$ cat config.mk
export PLATFORM = sky130hd
export DESIGN_NAME = run_monitor_flat
export DESIGN_NICKNAME = d
export VERILOG_FILES = /design/src/rtl/run_monitor_if.sv /design/src/rtl/run_monitor.sv /design/src/flat_wrapper.sv
export SDC_FILE = /design/constraint.sdc
export NUM_CORES = 1
export LEC_CHECK = 0
export BUFFER_PORTS_ARGS = -buffer_cell sky130_fd_sc_hd__buf_2
export CORE_MARGIN = 10
export CORE_UTILIZATION = 40
export DETAILED_ROUTE_END_ITERATION = 7
export PLACE_DENSITY = 0.66
export SETUP_SLACK_MARGIN = 0.05
export SYNTH_ARGS = -nofsm -noshare
export SYNTH_HDL_FRONTEND = slang
export SYNTH_SLANG_ARGS = --single-unit
$ cat constraint.sdc
create_clock -name clock -period 3.9 [get_ports clock]
set_clock_uncertainty 0.1 [all_clocks]
set_input_delay 0.975 -clock clock [delete_from_list [all_inputs] [get_ports clock]]
set_output_delay 0.975 -clock clock [all_outputs]
set_load 0.01 [all_outputs]
$ cat src/rtl/run_monitor_if.sv
// Processor/dmem/scan signal bundle for the run monitor.
// master = monitor side, slave = processor + memory + result sink.
interface run_monitor_if #(
    parameter int ADDR_WIDTH = 32,
    parameter int DATA_WIDTH = 32,
    parameter int CNT_WIDTH  = 32
);
    logic [ADDR_WIDTH-1:0] iaddr;
    logic [DATA_WIDTH-1:0] inst_from_mem;
    logic [DATA_WIDTH-1:0] data_from_mem;
    logic                  proc_reset;
    logic                  mem_sel;
    logic [ADDR_WIDTH-1:0] mon_addr;
    logic                  scan_valid;
    logic [DATA_WIDTH-1:0] scan_word;
    logic [15:0]           scan_index;
    logic [CNT_WIDTH-1:0]  cycle_count;
    logic [1:0]            halt_cause;
    logic [DATA_WIDTH-1:0] checksum;
    logic                  done;

    modport master (
        input  iaddr, inst_from_mem, data_from_mem,
        output proc_reset, mem_sel, mon_addr,
        output scan_valid, scan_word, scan_index,
        output cycle_count, halt_cause, checksum, done
    );

    modport slave (
        output iaddr, inst_from_mem, data_from_mem,
        input  proc_reset, mem_sel, mon_addr,
        input  scan_valid, scan_word, scan_index,
        input  cycle_count, halt_cause, checksum, done
    );
endinterface

$ cat src/rtl/run_monitor.sv
// Run controller: holds the processor in reset, runs it until halt,
// then streams a dmem window out with a running checksum.
module run_monitor #(
    parameter int                    ADDR_WIDTH     = 32,
    parameter int                    DATA_WIDTH     = 32,
    parameter int                    RESET_CYCLES   = 1,
    parameter logic [DATA_WIDTH-1:0] HALT_INSTR     = 32'hFFFF_FFFF,
    parameter int                    IMEM_LIMIT     = 4096,
    parameter int                    DUMP_BASE      = 8192,
    parameter int                    DUMP_WORDS     = 46,
    parameter int                    TIMEOUT_CYCLES = 100000,
    parameter int                    CNT_WIDTH      = 32
) (
    input  logic          clock,
    input  logic          reset,
    run_monitor_if.master bus
);
    typedef enum logic [1:0] {
        HOLD,
        RUN,
        SCAN,
        DONE
    } state_t;

    localparam int HOLD_W = $clog2(RESET_CYCLES + 1);

    localparam logic [HOLD_W-1:0]     HOLD_LAST = HOLD_W'(RESET_CYCLES - 1);
    localparam logic [ADDR_WIDTH-1:0] LIMIT     = ADDR_WIDTH'(IMEM_LIMIT);
    localparam logic [ADDR_WIDTH-1:0] BASE      = ADDR_WIDTH'(DUMP_BASE);
    localparam logic [CNT_WIDTH-1:0]  TMO_LAST  = CNT_WIDTH'(TIMEOUT_CYCLES - 1);
    localparam logic [15:0]           IDX_LAST  =
        (DUMP_WORDS == 0) ? 16'd0 : 16'(DUMP_WORDS - 1);

    state_t                state;
    state_t                state_nx;
    logic [HOLD_W-1:0]     hold_cnt;
    logic [15:0]           idx;
    logic [1:0]            cause_nx;
    logic                  halt_hit;

    logic [CNT_WIDTH-1:0]  cycle_count;
    logic [1:0]            halt_cause;
    logic                  scan_valid;
    logic [DATA_WIDTH-1:0] scan_word;
    logic [15:0]           scan_index;
    logic [DATA_WIDTH-1:0] checksum;

    // Halt sources in priority order: opcode, fetch range, timeout
    always_comb begin
        cause_nx = 2'b00;
        if (bus.inst_from_mem == HALT_INSTR) begin
            cause_nx = 2'b01;
        end else if (bus.iaddr >= LIMIT) begin
            cause_nx = 2'b10;
        end else if (cycle_count == TMO_LAST) begin
            cause_nx = 2'b11;
        end
        halt_hit = (cause_nx != 2'b00);
    end

    always_ff @(posedge clock) begin
        if (reset) begin
            state <= HOLD;
        end else begin
            state <= state_nx;
        end
    end

    always_comb begin
        state_nx = state;
        unique case (state)
            HOLD: begin
                if (hold_cnt == HOLD_LAST) begin
                    state_nx = RUN;
                end
            end
            RUN: begin
                if (halt_hit) begin
                    state_nx = (DUMP_WORDS == 0) ? DONE : SCAN;
                end
            end
            SCAN: begin
                if (idx == IDX_LAST) begin
                    state_nx = DONE;
                end
            end
            DONE: begin
                state_nx = DONE;
            end
            default: begin
                state_nx = HOLD;
            end
        endcase
    end

    always_ff @(posedge clock) begin
        if (reset) begin
            hold_cnt    <= '0;
            idx         <= '0;
            cycle_count <= '0;
            halt_cause  <= 2'b00;
            scan_valid  <= 1'b0;
            scan_word   <= '0;
            scan_index  <= '0;
            checksum    <= '0;
        end else begin
            scan_valid <= 1'b0;
            unique case (state)
                HOLD: begin
                    if (hold_cnt != HOLD_LAST) begin
                        hold_cnt <= hold_cnt + HOLD_W'(1);
                    end
                end
                RUN: begin
                    cycle_count <= cycle_count + CNT_WIDTH'(1);
                    if (halt_hit) begin
                        halt_cause <= cause_nx;
                    end
                end
                SCAN: begin
                    scan_valid <= 1'b1;
                    scan_word  <= bus.data_from_mem;
                    scan_index <= idx;
                    checksum   <= checksum + bus.data_from_mem;
                    idx        <= idx + 16'd1;
                end
                default: begin
                end
            endcase
        end
    end

    // Window address wraps modulo 2^ADDR_WIDTH by construction
    assign bus.mon_addr = (state == SCAN)
        ? BASE + (ADDR_WIDTH'(idx) << 2)
        : '0;

    assign bus.proc_reset  = (state != RUN);
    assign bus.mem_sel     = (state == SCAN);
    assign bus.done        = (state == DONE);
    assign bus.cycle_count = cycle_count;
    assign bus.halt_cause  = halt_cause;
    assign bus.scan_valid  = scan_valid;
    assign bus.scan_word   = scan_word;
    assign bus.scan_index  = scan_index;
    assign bus.checksum    = checksum;
endmodule

$ cat src/flat_wrapper.sv
// flat-port wrapper written by rule: the top's interface ports become plain ports
module run_monitor_flat 
#(
    parameter int                    ADDR_WIDTH     = 32,
    parameter int                    DATA_WIDTH     = 32,
    parameter int                    RESET_CYCLES   = 1,
    parameter logic [DATA_WIDTH-1:0] HALT_INSTR     = 32'hFFFF_FFFF,
    parameter int                    IMEM_LIMIT     = 4096,
    parameter int                    DUMP_BASE      = 8192,
    parameter int                    DUMP_WORDS     = 46,
    parameter int                    TIMEOUT_CYCLES = 100000,
    parameter int                    CNT_WIDTH      = 32
)
  (clock, reset, bus_iaddr, bus_inst_from_mem, bus_data_from_mem, bus_proc_reset, bus_mem_sel, bus_mon_addr, bus_scan_valid, bus_scan_word, bus_scan_index, bus_cycle_count, bus_halt_cause, bus_checksum, bus_done);
  run_monitor_if #(.ADDR_WIDTH(ADDR_WIDTH), .DATA_WIDTH(DATA_WIDTH), .CNT_WIDTH(CNT_WIDTH)) bus_i ();
  input  logic clock;
  input  logic reset;
  input wire logic [$bits(bus_i.iaddr)-1:0] bus_iaddr;
  input wire logic [$bits(bus_i.inst_from_mem)-1:0] bus_inst_from_mem;
  input wire logic [$bits(bus_i.data_from_mem)-1:0] bus_data_from_mem;
  output wire logic [$bits(bus_i.proc_reset)-1:0] bus_proc_reset;
  output wire logic [$bits(bus_i.mem_sel)-1:0] bus_mem_sel;
  output wire logic [$bits(bus_i.mon_addr)-1:0] bus_mon_addr;
  output wire logic [$bits(bus_i.scan_valid)-1:0] bus_scan_valid;
  output wire logic [$bits(bus_i.scan_word)-1:0] bus_scan_word;
  output wire logic [$bits(bus_i.scan_index)-1:0] bus_scan_index;
  output wire logic [$bits(bus_i.cycle_count)-1:0] bus_cycle_count;
  output wire logic [$bits(bus_i.halt_cause)-1:0] bus_halt_cause;
  output wire logic [$bits(bus_i.checksum)-1:0] bus_checksum;
  output wire logic [$bits(bus_i.done)-1:0] bus_done;
  assign bus_i.iaddr = bus_iaddr;
  assign bus_i.inst_from_mem = bus_inst_from_mem;
  assign bus_i.data_from_mem = bus_data_from_mem;
  assign bus_proc_reset = bus_i.proc_reset;
  assign bus_mem_sel = bus_i.mem_sel;
  assign bus_mon_addr = bus_i.mon_addr;
  assign bus_scan_valid = bus_i.scan_valid;
  assign bus_scan_word = bus_i.scan_word;
  assign bus_scan_index = bus_i.scan_index;
  assign bus_cycle_count = bus_i.cycle_count;
  assign bus_halt_cause = bus_i.halt_cause;
  assign bus_checksum = bus_i.checksum;
  assign bus_done = bus_i.done;
  run_monitor #(.ADDR_WIDTH(ADDR_WIDTH), .DATA_WIDTH(DATA_WIDTH), .RESET_CYCLES(RESET_CYCLES), .HALT_INSTR(HALT_INSTR), .IMEM_LIMIT(IMEM_LIMIT), .DUMP_BASE(DUMP_BASE), .DUMP_WORDS(DUMP_WORDS), .TIMEOUT_CYCLES(TIMEOUT_CYCLES), .CNT_WIDTH(CNT_WIDTH)) u_core (.clock(clock), .reset(reset), .bus(bus_i));
endmodule
== Word-level counts from Yosys, hierarchy flattened ==
Cells that the tools add are included.
W data, S select, Z words.

* $add $sub $neg: 5
* Magnitude comparators: 1
* Equality and inequality tests: 10
* Multiplexer cells: 10
* Reductions and logical operators: 4

{| class="wikitable"
|+ Operators with widths
! kind !! count
|-
| $add A32 B1 Y32 const B || 1
|-
| $add A32 B32 Y32 || 1
|-
| $eq A32 B17 Y1 const B || 1
|-
| $eq A32 B32 Y1 const B || 1
|-
| $ge A32 B13 Y1 const B || 1
|-
| $mux W32 || 1
|-
| $add A14 B18 Y19 const A || 1
|-
| $add A16 B1 Y16 const B || 1
|-
| $eq A16 B6 Y1 const B || 1
|-
| $mux W2 || 6
|-
| $pmux W2 S4 || 1
|-
| $ne A2 B1 Y1 const B || 3
|-
| $eq A2 B2 Y1 const B || 2
|-
| $reduce_and A3 Y1 || 1
|-
| $eq A2 B1 Y1 const B || 1
|-
| $logic_not A2 Y1 || 1
|-
| $mux W1 || 2
|-
| $ne A2 B2 Y1 const B || 1
|-
| $reduce_and A2 Y1 || 1
|-
| $reduce_bool A2 Y1 || 1
|-
| $add A1 B1 Y1 const B || 1
|}

* Register bits: 134
* Output and inout port bits: 150

== Longest topological paths before layout ==
* Depth after elaboration: 7
* Gate-level depth with buffers: 10
* Gate-level depth less buffers: 10

== Least setup slack after synthesis ==
No wires, ideal clock.

* Kind: in2reg
* Start point: input port bus_data_from_mem[0]
* End point: register u_core.checksum[20], in the netlist u_core.bus.checksum[20]
* Arrival time: 3.021 ns
* Slack: 0.647 ns
* Cell stages on the path: 10
* Buffers on the path: 0
* Cell sequence: ha_1 > fa_1 > a21o_1 > a221oi_2 > nand4b_1 > a21oi_1 > or2_1 > a311o_1 > nand3_1 > a21oi_1

* Longest elaborated chain between the ends: 1

{| class="wikitable"
|+ Ends and longest elaborated chain
! what !! RTL line !! text
|-
| start, declared || flat_wrapper.sv:20 || <nowiki>input wire logic [$bits(bus_i.data_from_mem)-1:0] bus_data_from_mem;</nowiki>
|-
| $add A32 B32 Y32 || run_monitor.sv:124 || <nowiki>checksum <= checksum + bus.data_from_mem;</nowiki>
|-
| end signal, assigned || run_monitor.sv:124 ||
|-
| end, declared || run_monitor.sv:46 || <nowiki>logic [DATA_WIDTH-1:0] checksum;</nowiki>
|}

No other way between the ends.
A chain may end at the register's enable or synchronous reset.

== Final worst setup path ==
Ends and elaborated chain as after synthesis.

==> results.md <==
* Num Clock Sinks at 133
* Worst IR drop on VDD at 0.2805 mV
* Drt wl/cell at 15.42 µm
* Clk_lat worst skew at 0.41 ns
* Startpoint class of the critical path: input pin
* Routed Antenna Nets at 0
* PnR worst setup slack at 0.6625 ns
* Critical Path Stages at 11
* Cells after synthesis at 887
* Reg2reg path depth at 10
* Max cap viols at 0
* CORE AREA at 17240 µm²
* Register area share after synthesis at 37.95%
* Required time worst endpoint at 4.07 ns
* Critical Path Max Stage Delay at 0.42 ns
* Initial antenna violation count at 0
* Cts repair resizes at 0
* Final setup violation count at 0
* Area grow syn2layout at 25.15%
* Tmin final at 3.237 ns
* Residual DRC at 0
* Reg clk slew, reported paths at 0.06 ns
* Fill count at 1702
* Top cells by count, synth: 170 x nand2_1, 133 x dfxtp_1, 105 x a21oi_1, 80 x nor2_1, 38 x clkbuf_1
* Initial DRT Pass Iterations at 4
* Detailed Place HPWL at 15200 µm
* Multi-input gate area in the final layout at 4048 µm²
* Fin. max-slew vios at 0
* Most area-hungry cell type in the Yosys netlist: dfxtp_1
* PwrDens at 409.5 nW/µm²
* Vias per cell at 5.056
* # rows at 48
* CP Class: input pin to flip-flop
* Chip width at 152.4 µm
* Port Buffers at 220
* Fin area at 8780 µm²
* Layout cells sized above 1 at 25.52%
* CP bufs+invs at 1
* GRT Overall Usage at 16.84%
* Number of I/O pins at 248
* # Post-CTS Setup Buffers at 0
* Most numerous cell in the Yosys netlist: nand2_1
* RR Endpoint: u_core.bus.checksum[20]
* Finished Core Util at 50.94%
* Final Hold Viols at 0
* Critical Path Source: bus_data_from_mem[0]
* Die Area at 23240 µm²
* H-tree Lvls at 4
* Syn Area/Cell at 7.909 µm²
* Crit path cell chain: buf_2 -> ha_1 -> fa_1 -> a21o_1 -> a221oi_2 -> nand4b_1 -> a21oi_1 -> or2_1 -> a311o_1 -> nand3_1 -> a21oi_1
* Fin crit share at 83.01%
* Vias in the first global route at 6465
* Headroom to the max-slew limit at 46.75%
* GRT Residual Overflow at 0
* Largest net degree at the start of global routing at 77
* # diodes at 0
* CP Data Arrival Time at 3.41 ns
* Worst path top cell family by delay: compound AO/OA/AOI/OAI gates
* Top cell by count, worst path: a21oi_1
* Placed inst area at 8239 µm²
* Critical Path Slowest Stage Cell: fa_1
* RSZ-0062 raised after global routing: false
* Dominant synthesized flop cell: dfxtp_1
* Synth unique cells at 71
* Pleak at 3.974 nW
* Total wire length at 20440 µm
* Vias at 6704
* Initial drt markers at 333
* First-pass GRT wire length at 33240 µm
* End point of the critical path: u_core.bus.checksum[20]
* DIE HEIGHT at 152.4 µm
* Post-CTS Hold Fix Bufs at 0
* Final net count at 1224
* Synth Register Bits at 133
* Launching point of the worst reg2reg path: u_core.bus.checksum[0]
* Worst setup EP type: flip-flop
* Syn Std Cell Area at 7015 µm²
* Place WS at 0.2623 ns
* Root Buffer Master: clkbuf_16
* Status: finished clean
* Synth top area cells: dfxtp_1 38%, nand2_1 9.1%, a21oi_1 7.5%
* CTS tree: done
* HP Class: flip-flop to flip-flop
* Clk buf depth at 2
* Post-synth EDFFs at 0
* Setup_tns at 0 ns
* Final RePlAce weighted congestion at 0.8428
* Total CTS buffers at 17
* Reg2reg setup slack at 0.99 ns
* Starting Density at 40.70%
* CP Max Fanout at 4
* Synth Warn # at 0
* Share of synthesized registers carrying an async set or reset at 0%
* Area share of the largest cell type after synthesis at 37.95%
* Worst slew pin tran at 0.7988 ns
* Sequential Area at 2663 µm²
* Max Freq at 0.3089 GHz
==> layout by cell type (no fill, tap or decap), types with 3 or more instances in the layout <==
cell	count
a211oi_1	10
a21o_1	8
a21oi_1	105
and2_1	6
and3_1	9
and4_1	4
buf_2	219
buf_4	5
clkbuf_16	17
clkinv_2	6
conb_1	15
dfxtp_1	133
ha_1	35
inv_1	23
nand2_1	170
nand2b_1	3
nand3_1	35
nand4_1	26
nor2_1	80
nor2b_1	3
nor3_1	10
nor3_2	3
nor4_1	13
nor4b_1	4
o211ai_1	5
o21a_1	4
o21ai_0	21
or3_1	8
xnor2_1	29
xor2_1	32
==> registers in the layout, indices dropped and copies added (netlist names) <==
name and cells:
u_core.bus.checksum 32, u_core.bus.scan_index 16, u_core.bus.halt_cause 2, u_core.state 2, u_core.idx 16, u_core.bus.cycle_count 32
u_core.bus.scan_word 32, u_core.bus.scan_valid 1
==> where the power goes <==
group / total, mW / internal [mW] / leakage, nW / switching, mW
combinational: 0.634 / 0.251 / 2.63 / 0.383
clock: 1.49 / 0.896 / 0.267 / 0.596
sequential: 1.47 / 1.42 / 1.08 / 0.0475
total: 3.60 / 2.57 / 3.97 / 1.03
==> layer usage <==
metal / wire length [µm] / GRT usage (%)
met5: 0 / 0
met4: 208 / 3.860
met3: 1295 / 5.588
met2: 9509 / 27.26
met1: 9430 / 21.24
==> stage by stage <==
| step | cells | total power, mW | hold slack, ns |
|---|---|---|---|
| 3_5_place_dp | 1296 | 2.134 | 0.3434 |
| 5_1_grt | 1326 | 3.778 | 0.3649 |
| 6_report | 1326 | 3.595 | 0.3490 |
| 4_1_cts | 1326 | 3.639 | 0.3510 |
| 3_3_place_gp | 1296 | 2.126 | 0.3384 |
| 2_1_floorplan | 901 | 1.929 | 0.3659 |
==> worst reg2reg max path, cell delays in order, from the launching register on <==
cell      delay [ns]
dfxtp_1         0.32
ha_1            0.25
fa_1            0.42
a21o_1          0.20
a221oi_2        0.38
nand4b_1        0.21
a21oi_1         0.13
or2_1           0.26
a311o_1         0.36
nand3_1         0.08
a21oi_1         0.07
==> how the worst min path moves through the flow <==
stage / start / endpoint / cells past startpoint
global route: u_core.bus.scan_word[28] / u_core.bus.scan_word[28] / 2
detailed placement: u_core.bus.scan_word[7] / u_core.bus.scan_word[7] / 2
finish: u_core.bus.scan_index[9] / u_core.bus.scan_index[9] / 2
global placement: u_core.bus.scan_index[10] / u_core.bus.scan_index[10] / 2
floorplan: u_core.state[1] / u_core.state[1] / 2
CTS: u_core.bus.scan_word[7] / u_core.bus.scan_word[7] / 2
==> area by class of cell <==
type | count | share of cell area, %
multi-input combinational | 688 | 46.10
sequential | 133 | 30.33
timing repair buffer | 225 | 13.14
clock buffer | 20 | 5.202
tap | 225 | 3.206
inverter | 25 | 1.069
clock inverter | 10 | 0.9548
==> cells by family (layout without fill, tap and decap cells) <==
kind of cell / Yosys count / after routing / share of synthesized area [%]
DFF: 133 / 133 / 37.95
and+or+nand+nor: 388 / 388 / 25.83
AOI/OAI and AO/OA: 186 / 186 / 16.52
buffers and inverters: 80 / 280 / 5.208
adders and majority gates: 36 / 36 / 6.528
xor gates and xnor gates: 61 / 61 / 7.615
other: 1 / 15 / 0.05345
muxes: 2 / 2 / 0.3032
(Power assumes the default switching activity.)
